[src/rtl/tx_seq_recorder_fifo_pkg.sv]
// Shared Tx arbiter types: the source encoding recorded by the sequence FIFO
// and the legal write/read mode encodings.
package Tx_Arbiter_Package;

  typedef enum logic [2:0] {
    NO_SOURCE = 3'd0,
    A2P_1     = 3'd1,
    A2P_2     = 3'd2,
    A2P_3     = 3'd3,
    A2P_4     = 3'd4,
    MASTER    = 3'd5,
    SLAVE     = 3'd6,
    DEBUG     = 3'd7
  } Tx_Arbiter_Sources_t;

  localparam logic [2:0] WrMode1 = 3'd1;
  localparam logic [2:0] WrMode2 = 3'd2;
  localparam logic [2:0] WrMode3 = 3'd3;
  localparam logic [2:0] WrMode4 = 3'd4;

  localparam logic [1:0] RdMode1 = 2'b01;
  localparam logic [1:0] RdMode2 = 2'b10;

endpackage

[src/rtl/tx_seq_recorder_fifo.sv]
// Multi-port ordering FIFO: up to 4 pushes and 2 pops per cycle, two show-ahead heads.
// Define TX_SEQ_REC_ERR_FLAGS_EN to add sticky overflow/underflow outputs.
module tx_seq_recorder_fifo
  import Tx_Arbiter_Package::*;
#(
  parameter int unsigned FIFO_DEPTH = 16,
  localparam int unsigned ADDR_WIDTH = $clog2(FIFO_DEPTH)
) (
  input  logic                  clk,
  input  logic                  rst_n,
  input  logic                  wr_en,
  input  logic [2:0]            wr_mode,
  input  Tx_Arbiter_Sources_t   wr_data_1,
  input  Tx_Arbiter_Sources_t   wr_data_2,
  input  Tx_Arbiter_Sources_t   wr_data_3,
  input  Tx_Arbiter_Sources_t   wr_data_4,
  input  logic                  rd_en,
  input  logic [1:0]            rd_mode,
  output Tx_Arbiter_Sources_t   rd_data_1,
  output Tx_Arbiter_Sources_t   rd_data_2,
  output logic [ADDR_WIDTH:0]   available,
  output logic                  empty,
  output logic                  full
`ifdef TX_SEQ_REC_ERR_FLAGS_EN
  ,
  output logic                  overflow,
  output logic                  underflow
`endif
);

  localparam int unsigned CntW     = ADDR_WIDTH + 1;
  localparam int unsigned NumLanes = 4;

  logic [ADDR_WIDTH-1:0] wr_ptr_q, wr_ptr_d;
  logic [ADDR_WIDTH-1:0] rd_ptr_q, rd_ptr_d;
  logic [ADDR_WIDTH-1:0] rd_ptr_p1;
  logic [CntW-1:0]       count_q, count_d;
  Tx_Arbiter_Sources_t   mem [FIFO_DEPTH];

  logic [2:0] n_wr, n_wr_acc;
  logic [1:0] n_rd, n_rd_acc;
  logic       wr_ok, rd_ok;

  always_comb begin
    n_wr = '0;
    if (wr_en) begin
      case (wr_mode)
        WrMode1, WrMode2, WrMode3, WrMode4: n_wr = wr_mode;
        default:                            n_wr = '0;
      endcase
    end
    n_rd = '0;
    if (rd_en) begin
      case (rd_mode)
        RdMode1: n_rd = 2'd1;
        RdMode2: n_rd = 2'd2;
        default: n_rd = '0;
      endcase
    end
  end

  // Both checks use the pre-edge count; a same-cycle pop never makes room for a push.
  assign wr_ok    = CntW'(n_wr) <= available;
  assign rd_ok    = CntW'(n_rd) <= count_q;
  assign n_wr_acc = wr_ok ? n_wr : '0;
  assign n_rd_acc = rd_ok ? n_rd : '0;

  always_comb begin
    wr_ptr_d = wr_ptr_q + ADDR_WIDTH'(n_wr_acc);
    rd_ptr_d = rd_ptr_q + ADDR_WIDTH'(n_rd_acc);
    count_d  = count_q + CntW'(n_wr_acc) - CntW'(n_rd_acc);
  end

  always_ff @(posedge clk) begin
    if (!rst_n) begin
      wr_ptr_q <= '0;
      rd_ptr_q <= '0;
      count_q  <= '0;
    end else begin
      wr_ptr_q <= wr_ptr_d;
      rd_ptr_q <= rd_ptr_d;
      count_q  <= count_d;
    end
  end

  Tx_Arbiter_Sources_t   lane_data [NumLanes];
  logic [ADDR_WIDTH-1:0] lane_addr [NumLanes];
  logic [NumLanes-1:0]   lane_en;

  assign lane_data[0] = wr_data_1;
  assign lane_data[1] = wr_data_2;
  assign lane_data[2] = wr_data_3;
  assign lane_data[3] = wr_data_4;

  for (genvar k = 0; k < NumLanes; k++) begin : g_lane
    assign lane_en[k]   = rst_n && (3'(k) < n_wr_acc);
    assign lane_addr[k] = wr_ptr_q + ADDR_WIDTH'(k);
  end

  always_ff @(posedge clk) begin
    for (int k = 0; k < NumLanes; k++) begin
      if (lane_en[k]) begin
        mem[lane_addr[k]] <= lane_data[k];
      end
    end
  end

  assign rd_ptr_p1 = rd_ptr_q + ADDR_WIDTH'(1);
  assign rd_data_1 = (count_q != '0) ? mem[rd_ptr_q] : NO_SOURCE;
  assign rd_data_2 = (count_q >= CntW'(2)) ? mem[rd_ptr_p1] : NO_SOURCE;
  assign available = CntW'(FIFO_DEPTH) - count_q;
  assign empty     = (count_q == '0);
  assign full      = (count_q == CntW'(FIFO_DEPTH));

`ifdef TX_SEQ_REC_ERR_FLAGS_EN
  always_ff @(posedge clk) begin
    if (!rst_n) begin
      overflow  <= 1'b0;
      underflow <= 1'b0;
    end else begin
      if (!wr_ok) overflow <= 1'b1;
      if (!rd_ok) underflow <= 1'b1;
    end
  end
`endif

endmodule

[config.mk]
export PLATFORM = sky130hd
export DESIGN_NAME = tx_seq_recorder_fifo
export DESIGN_NICKNAME = d
export VERILOG_FILES = /design/src/rtl/tx_seq_recorder_fifo_pkg.sv /design/src/rtl/tx_seq_recorder_fifo.sv
export SDC_FILE = /design/constraint.sdc
export NUM_CORES = 1
export LEC_CHECK = 0
export CORE_MARGIN = 5
export CORE_UTILIZATION = 50
export CTS_BUF_LIST = sky130_fd_sc_hd__clkbuf_8 sky130_fd_sc_hd__clkbuf_16
export CTS_CLUSTER_DIAMETER = 200
export CTS_CLUSTER_SIZE = 12
export DETAILED_ROUTE_END_ITERATION = 12
export PLACE_DENSITY = 0.69
export SLEW_MARGIN = 20
export SYNTH_ARGS = -nofsm -noshare
export SYNTH_HDL_FRONTEND = slang
export SYNTH_SLANG_ARGS = --single-unit
[constraint.sdc]
create_clock -name clk -period 5.42 [get_ports clk]
set_input_delay 1.084 -clock clk [delete_from_list [all_inputs] [get_ports clk]]
set_output_delay 1.084 -clock clk [all_outputs]
set_load 0.1 [all_outputs]
==> reports/metrics.cfg, run 1 <==
[setup_path]
crit_arrival_ns=4.86
critPathKind=in2reg
cp-start-kind=input pin
critical_path_required_ns=5.65
slowest_stage=clkdlybuf4s50_1
r2r_start=count_q[0]
cp_cell_sequence=clkdlybuf4s50_1 > nand4bb_1 > inv_1 > ha_1 > o21ai_0 > a211o_1 > nor2_1 > nor2_1 > inv_1 > ha_1 > inv_1 > ha_1 > inv_1 > fa_1 > inv_1 > a21o_1 > a21oi_1 > xor2_1 > and2_1
r2r_slack_ns=1.28
regToRegEndpoint=count_q[4]
cp_max_fo=8
cpPeakStageDelay_ns=0.60
r2r_cells=20
cp-end-kind=flop
path_common_cell=inv_1

[die]
rows=40
start_util_pct=50.9
die_area_um2=14500
die_h_um=120
io_pins=34
core_area_um2=12000
die_w_um=120

[global_routing]
grt_first_pass_wirelength_mm=30.0
grt_pass1_vias=5236
grt_max_degree=22
grt_usage_pct=26.8
grt_overflow_total=0
grt_antenna_before_repair=0

[clock_network]
htree_levels=3
root_buffer=clkbuf_16
cts_made_buffers=9
cts_tree=yes
clockBufferDepth=2
cts_hold_buf=0
clk_latency_ns=0.33
clkTransAtPathRegs_ns=0.06
post-cts-setup-buffers=0
clkSinkCount=61
cts_resized=0

[synth]
synthArstFlopShare_pct=0
yosys.area.top_type=edfxtp_1
synth_top_area_share_pct=23.7
syn_nets=693
yosys_warnings=0
synth_area_leaders=edfxtp_1, mux4_2, ha_1
synth_cell_types=76
ys_seq_area_share_pct=27.9
synth-edff-count=48
syn_area_um2=6090
yosys_most_used_dff=edfxtp_1
syn_inst=645
synth.avg_cell_area_um2=9.44
ys_ff_latch=61

[timing]
fin_crit_ns=4.63
fin_worst_skew_ns=0.00992
rsz0062_at_grt=false
timing.fmax_ghz=0.216
fin_crit_sh_pct=85.4
slew_viol_final=0
finalWorstSetupSlack_ns=0.790
worstMarginPinSlew_ns=1.06
setup_violations=0
slew_headroom_pct=29.2
hold_viol=0
fin_tns_setup_ns=0

[power]
peakVddDrop_mv=0.292
cellLeakagePower_uw=0.00238
power_per_cell_area_nw_per_um2=389

[placement]
portBuffers=33
place_congestion=0.993
place_ws_ns=0.496
dpl-instance-area_um2=6490
dp_hpwl_mm=14.7

[worst_hold_path]
min_to=rd_ptr_q[3]
hold_path_class=reg2reg
min-delay-start=rd_ptr_q[3]
hold_depth=2

[route]
route.vias.total=5641
vias_per_cell=6.98
final_antenna_net_count=0
dr.pass1.iters=6
drt_iter0_drc=931
wl_per_cell_um=23.9
wl_mm=19.3
drc_errors=0

[final_layout]
postLayoutCellArea_um2=6790
fill_cells=1039
fin_nets=704
drive_gt1_share_pct=15.7
synthToLayoutAreaGrowth_pct=11.5
antennaDiodeCount=0

[status]
outcome=finished clean

[run]
maxCapViolCount=0

## critical path: cells and delay by family
| family | cells | cell delay (ns) |
|---|---|---|
| AOI/OAI and AO/OA | 4 | 0.90 |
| xor gates and xnor gates | 1 | 0.14 |
| adders and majority gates | 4 | 1.16 |
| buffers and inverters | 6 | 0.93 |
| and+or+nand+nor | 4 | 0.63 |
## registers in the layout (all words and copies together), names as in the netlist
name and cells:
count_q 5, wr_ptr_q 4, rd_ptr_q 4, mem 48
## worst max-delay path by stage
stage	slack [ns]	to	cells after the start	from
after global routing	0.56	count_q[4]	19	wr_mode[1]
after detailed placement	0.50	count_q[4]	19	wr_mode[1]
final	0.79	count_q[4]	19	wr_mode[1]
after CTS	0.85	count_q[4]	19	wr_mode[1]
after global placement	0.74	count_q[4]	19	wr_mode[1]
after floorplan	0.66	count_q[4]	16	count_q[0]
## layout by cell type (no fill, tap or decap), drive strengths merged, types with 20 or more instances in the layout
cell type	Yosys	layout
inv	25	25
and2	20	20
mux2i	22	22
mux4	27	27
mux2	24	24
nand2	51	51
nor2	39	39
clkdlybuf4s50	0	30
a211oi	28	28
ha	23	23
edfxtp	48	48
a21oi	24	24
o21ai	40	40
## synth_stat cells, drive strengths merged, types with 11 or more instances
| cell type | number |
|---|---|
| nand3 | 15 |
| and2 | 20 |
| inv | 25 |
| edfxtp | 48 |
| nor3 | 13 |
| dfxtp | 13 |
| or4 | 11 |
| clkbuf | 28 |
| o21ai | 40 |
| buf | 17 |
| mux2i | 22 |
| nand2 | 51 |
| a21boi | 11 |
| mux4 | 27 |
| a21oi | 24 |
| ha | 23 |
| nand4 | 11 |
| xnor2 | 12 |
| a211oi | 28 |
| mux2 | 24 |
| nor2 | 39 |
## per-stage QoR
stage                     cells  utilization [%]  total power, uW  hold slack (ns)
after floorplan             645                -             1730            0.566
after detailed placement    792             54.3             2070            0.709
after global routing        808             56.7             2750            0.728
after global placement      792             54.3             2040            0.676
after CTS                   808             56.7             2640            0.722
final                       808             56.7             2640            0.720
## routing by layer
layer  share of wire (%)  track usage, %
met1                  41            37.4
met4                 3.5            9.35
met3                 9.7            4.72
met5                   0               0
met2                  45            42.3
## where the power goes
part           switching (uW)  total (uW)  internal (uW)
clock network             207         560            353
registers                55.3         590            535
logic                    1030        1490            456
## logic make-up (layout without fill, tap and decap cells)
kind of cell / Yosys count / in the layout / synth area share, %
muxes: 73 / 73 / 18.0
DFF: 61 / 61 / 27.9
AOI/OAI and AO/OA: 169 / 169 / 19.9
adders and majority gates: 28 / 28 / 6.21
xor gates and xnor gates: 19 / 19 / 2.73
buffers and inverters: 70 / 86 / 4.79
and+or+nand+nor: 225 / 225 / 20.4
## layout make-up
class | instances | area (um^2) | area share (%)
flip-flops and latches | 61 | 1700 | 25.1
multi-input cells | 514 | 4100 | 60.5
clock inverters | 7 | 66.3 | 0.977
repair buffers | 45 | 413 | 6.08
inverters | 25 | 93.8 | 1.38
clock buffers | 9 | 225 | 3.32
well taps | 147 | 184 | 2.71
Power figures use the tool's default switching activity.
==> run 2, diff against run 1 <==
--- a/config.mk
+++ b/config.mk
@@ -5,12 +5,14 @@
 export SDC_FILE = /design/constraint.sdc
 export NUM_CORES = 1
 export LEC_CHECK = 0
+export CORE_ASPECT_RATIO = 0.75
 export CORE_MARGIN = 5
 export CORE_UTILIZATION = 50
 export CTS_BUF_LIST = sky130_fd_sc_hd__clkbuf_8 sky130_fd_sc_hd__clkbuf_16
 export CTS_CLUSTER_DIAMETER = 200
 export CTS_CLUSTER_SIZE = 12
 export DETAILED_ROUTE_END_ITERATION = 12
+export MAX_ROUTING_LAYER = met4
 export PLACE_DENSITY = 0.69
 export SLEW_MARGIN = 20
 export SYNTH_ARGS = -nofsm -noshare
==> run 2 against run 1 <==
- sequential share of layout area is 0.088 points lower
- cell count is 2.0% higher
- highest routed layer unchanged
- first-iteration DRC count is 28% lower
- worst setup slack worse by 0.045 ns
- total power is 0.58% higher
- clock power is 3.9% higher
- combinational power hardly changed
- die area is 0.16% higher
- maximum frequency is 0.97% lower
- routed wire length is 5.0% higher
- largest cell class unchanged
- non-clock buffer count is 1 lower
==> reports/metrics.cfg, run 2 (synthesis results as in run 1) <==
[status]
outcome=finished clean

[die]
io_pins=34
start_util_pct=51.9
die_area_um2=14500
die_h_um=106
core_area_um2=11700
rows=34
die_w_um=137

[final_layout]
finalNonFillerCells=824
postLayoutCellArea_um2=6810
final_common_cell=nand2_1
synthToLayoutAreaGrowth_pct=11.9
largest_register_ffs=48
fill_cells=1047
drive_gt1_share_pct=15.6
layout_common_cells=nand2_1, edfxtp_1, nor2_1
fin_nets=703

[power]
p_switching_uw=1310
swShare_pct=49.3
clkPwrFrac_pct=21.9
cellLeakagePower_uw=0.00238
power_per_cell_area_nw_per_um2=390
p_int_uw=1340
peakVddDrop_mv=0.348
power_uw=2650
p_seq_share_pct=22.1
combPwrFrac_pct=56.0

[global_routing]
grt_antenna_before_repair=1
grt_usage_pct=29.5
grt_first_pass_wirelength_mm=31.7
grt_overflow_total=0
grt_pass1_vias=5400
grt_max_degree=22

[setup_path]
cp-end-kind=flop
cp_max_fo=10
critical_path_required_ns=5.65
critPathKind=in2reg
cp-start-kind=input pin
crit_arrival_ns=4.91

[timing]
setup_violations=0
slew_viol_final=0
fin_worst_skew_ns=0.00707
worstMarginPinSlew_ns=1.06
slew_headroom_pct=29.4
hold_viol=0
fin_crit_ns=4.68
rsz0062_at_grt=false
timing.fmax_ghz=0.214
fin_crit_sh_pct=86.3
fin_tns_setup_ns=0
whs_ns=0.709

[worst_hold_path]
hold_path_class=reg2reg

[route]
dr.pass1.iters=6
vias_per_cell=6.87
drc_errors=0
wl_per_cell_um=24.6
final_antenna_net_count=0
wl_mm=20.3
drt_iter0_drc=668
route.vias.total=5660

[clock_network]
cts_made_buffers=9
cts_tree=yes
clk_latency_ns=0.34
clockBufferDepth=2
cts_hold_buf=0
root_buffer=clkbuf_16
clkTransAtPathRegs_ns=0.06
clkSinkCount=61
htree_levels=3
cts_resized=0
post-cts-setup-buffers=0

[run]
maxCapViolCount=0

[placement]
place_congestion=1.03
dp_hpwl_mm=15.3
dpl-instance-area_um2=6510
portBuffers=33
dp_cells=806

==> run 2: cell types whose count changed in the layout (fill, tap and decap cells not counted), sizes merged <==
cell	previous run	this run
buf	15	14
clkinv	5	4
diode	0	2
inv	25	26
==> run 2: critical path: stages <==
cell and delay, ns:
clkdlybuf4s50_1 0.59, nand4bb_1 0.20, inv_1 0.09, ha_1 0.30, and3_1 0.23, a211oi_4 0.54, nand2_1 0.14, nand2_1 0.20
fa_1 0.49, fa_1 0.48, inv_1 0.07, a21o_1 0.11, a21oi_1 0.08, xor2_1 0.14, and2_1 0.15
==> run 2: metal layers <==
layer / up-vias / part of all wire (%) / GRT usage (%) / wire length [um]
li1: 2504 / - / - / -
met1: 2694 / 42 / 41.3 / 8610
met2: 389 / 42 / 41.2 / 8440
met3: 73 / 13 / 9.81 / 2630
met4: 0 / 3.0 / 7.48 / 603
met5: - / 0 / - / 0
==> run 2: cell type report <==
type,count,area (um^2),area share (%)
repair buffers,44,405,5.95
diodes,2,5.00,0.0735
well taps,162,203,2.98
inverters,25,93.8,1.38
clock inverters,7,73.8,1.08
clock buffers,9,225,3.31
multi-input cells,514,4100,60.2
flip-flops and latches,61,1700,25.0
==> run 2: power by group through the flow <==
stage | Combinational, uW | Sequential, uW | Clock, uW
floorplan | 1170 | 561 | 0
global placement | 1450 | 595 | 0
detailed placement | 1470 | 597 | 0
CTS | 1470 | 587 | 584
global route | 1570 | 595 | 609
finish | 1490 | 588 | 582
==> run 2: final timing paths <==
path	startpoint	to	slack [ns]	cells past startpoint
max	wr_mode[1]	count_q[4]	0.74	15
min	rd_ptr_q[3]	rd_ptr_q[3]	0.71	2
max reg2reg	count_q[0]	count_q[4]	1.26	16
min reg2reg	rd_ptr_q[3]	rd_ptr_q[3]	0.71	2
==> run 2: stage by stage <==
step	setup WS, ns	util [%]
finish	0.745	58.0
global route	0.492	58.0
CTS	0.759	58.0
detailed placement	0.417	55.4
global placement	0.565	55.4
floorplan	0.664	-
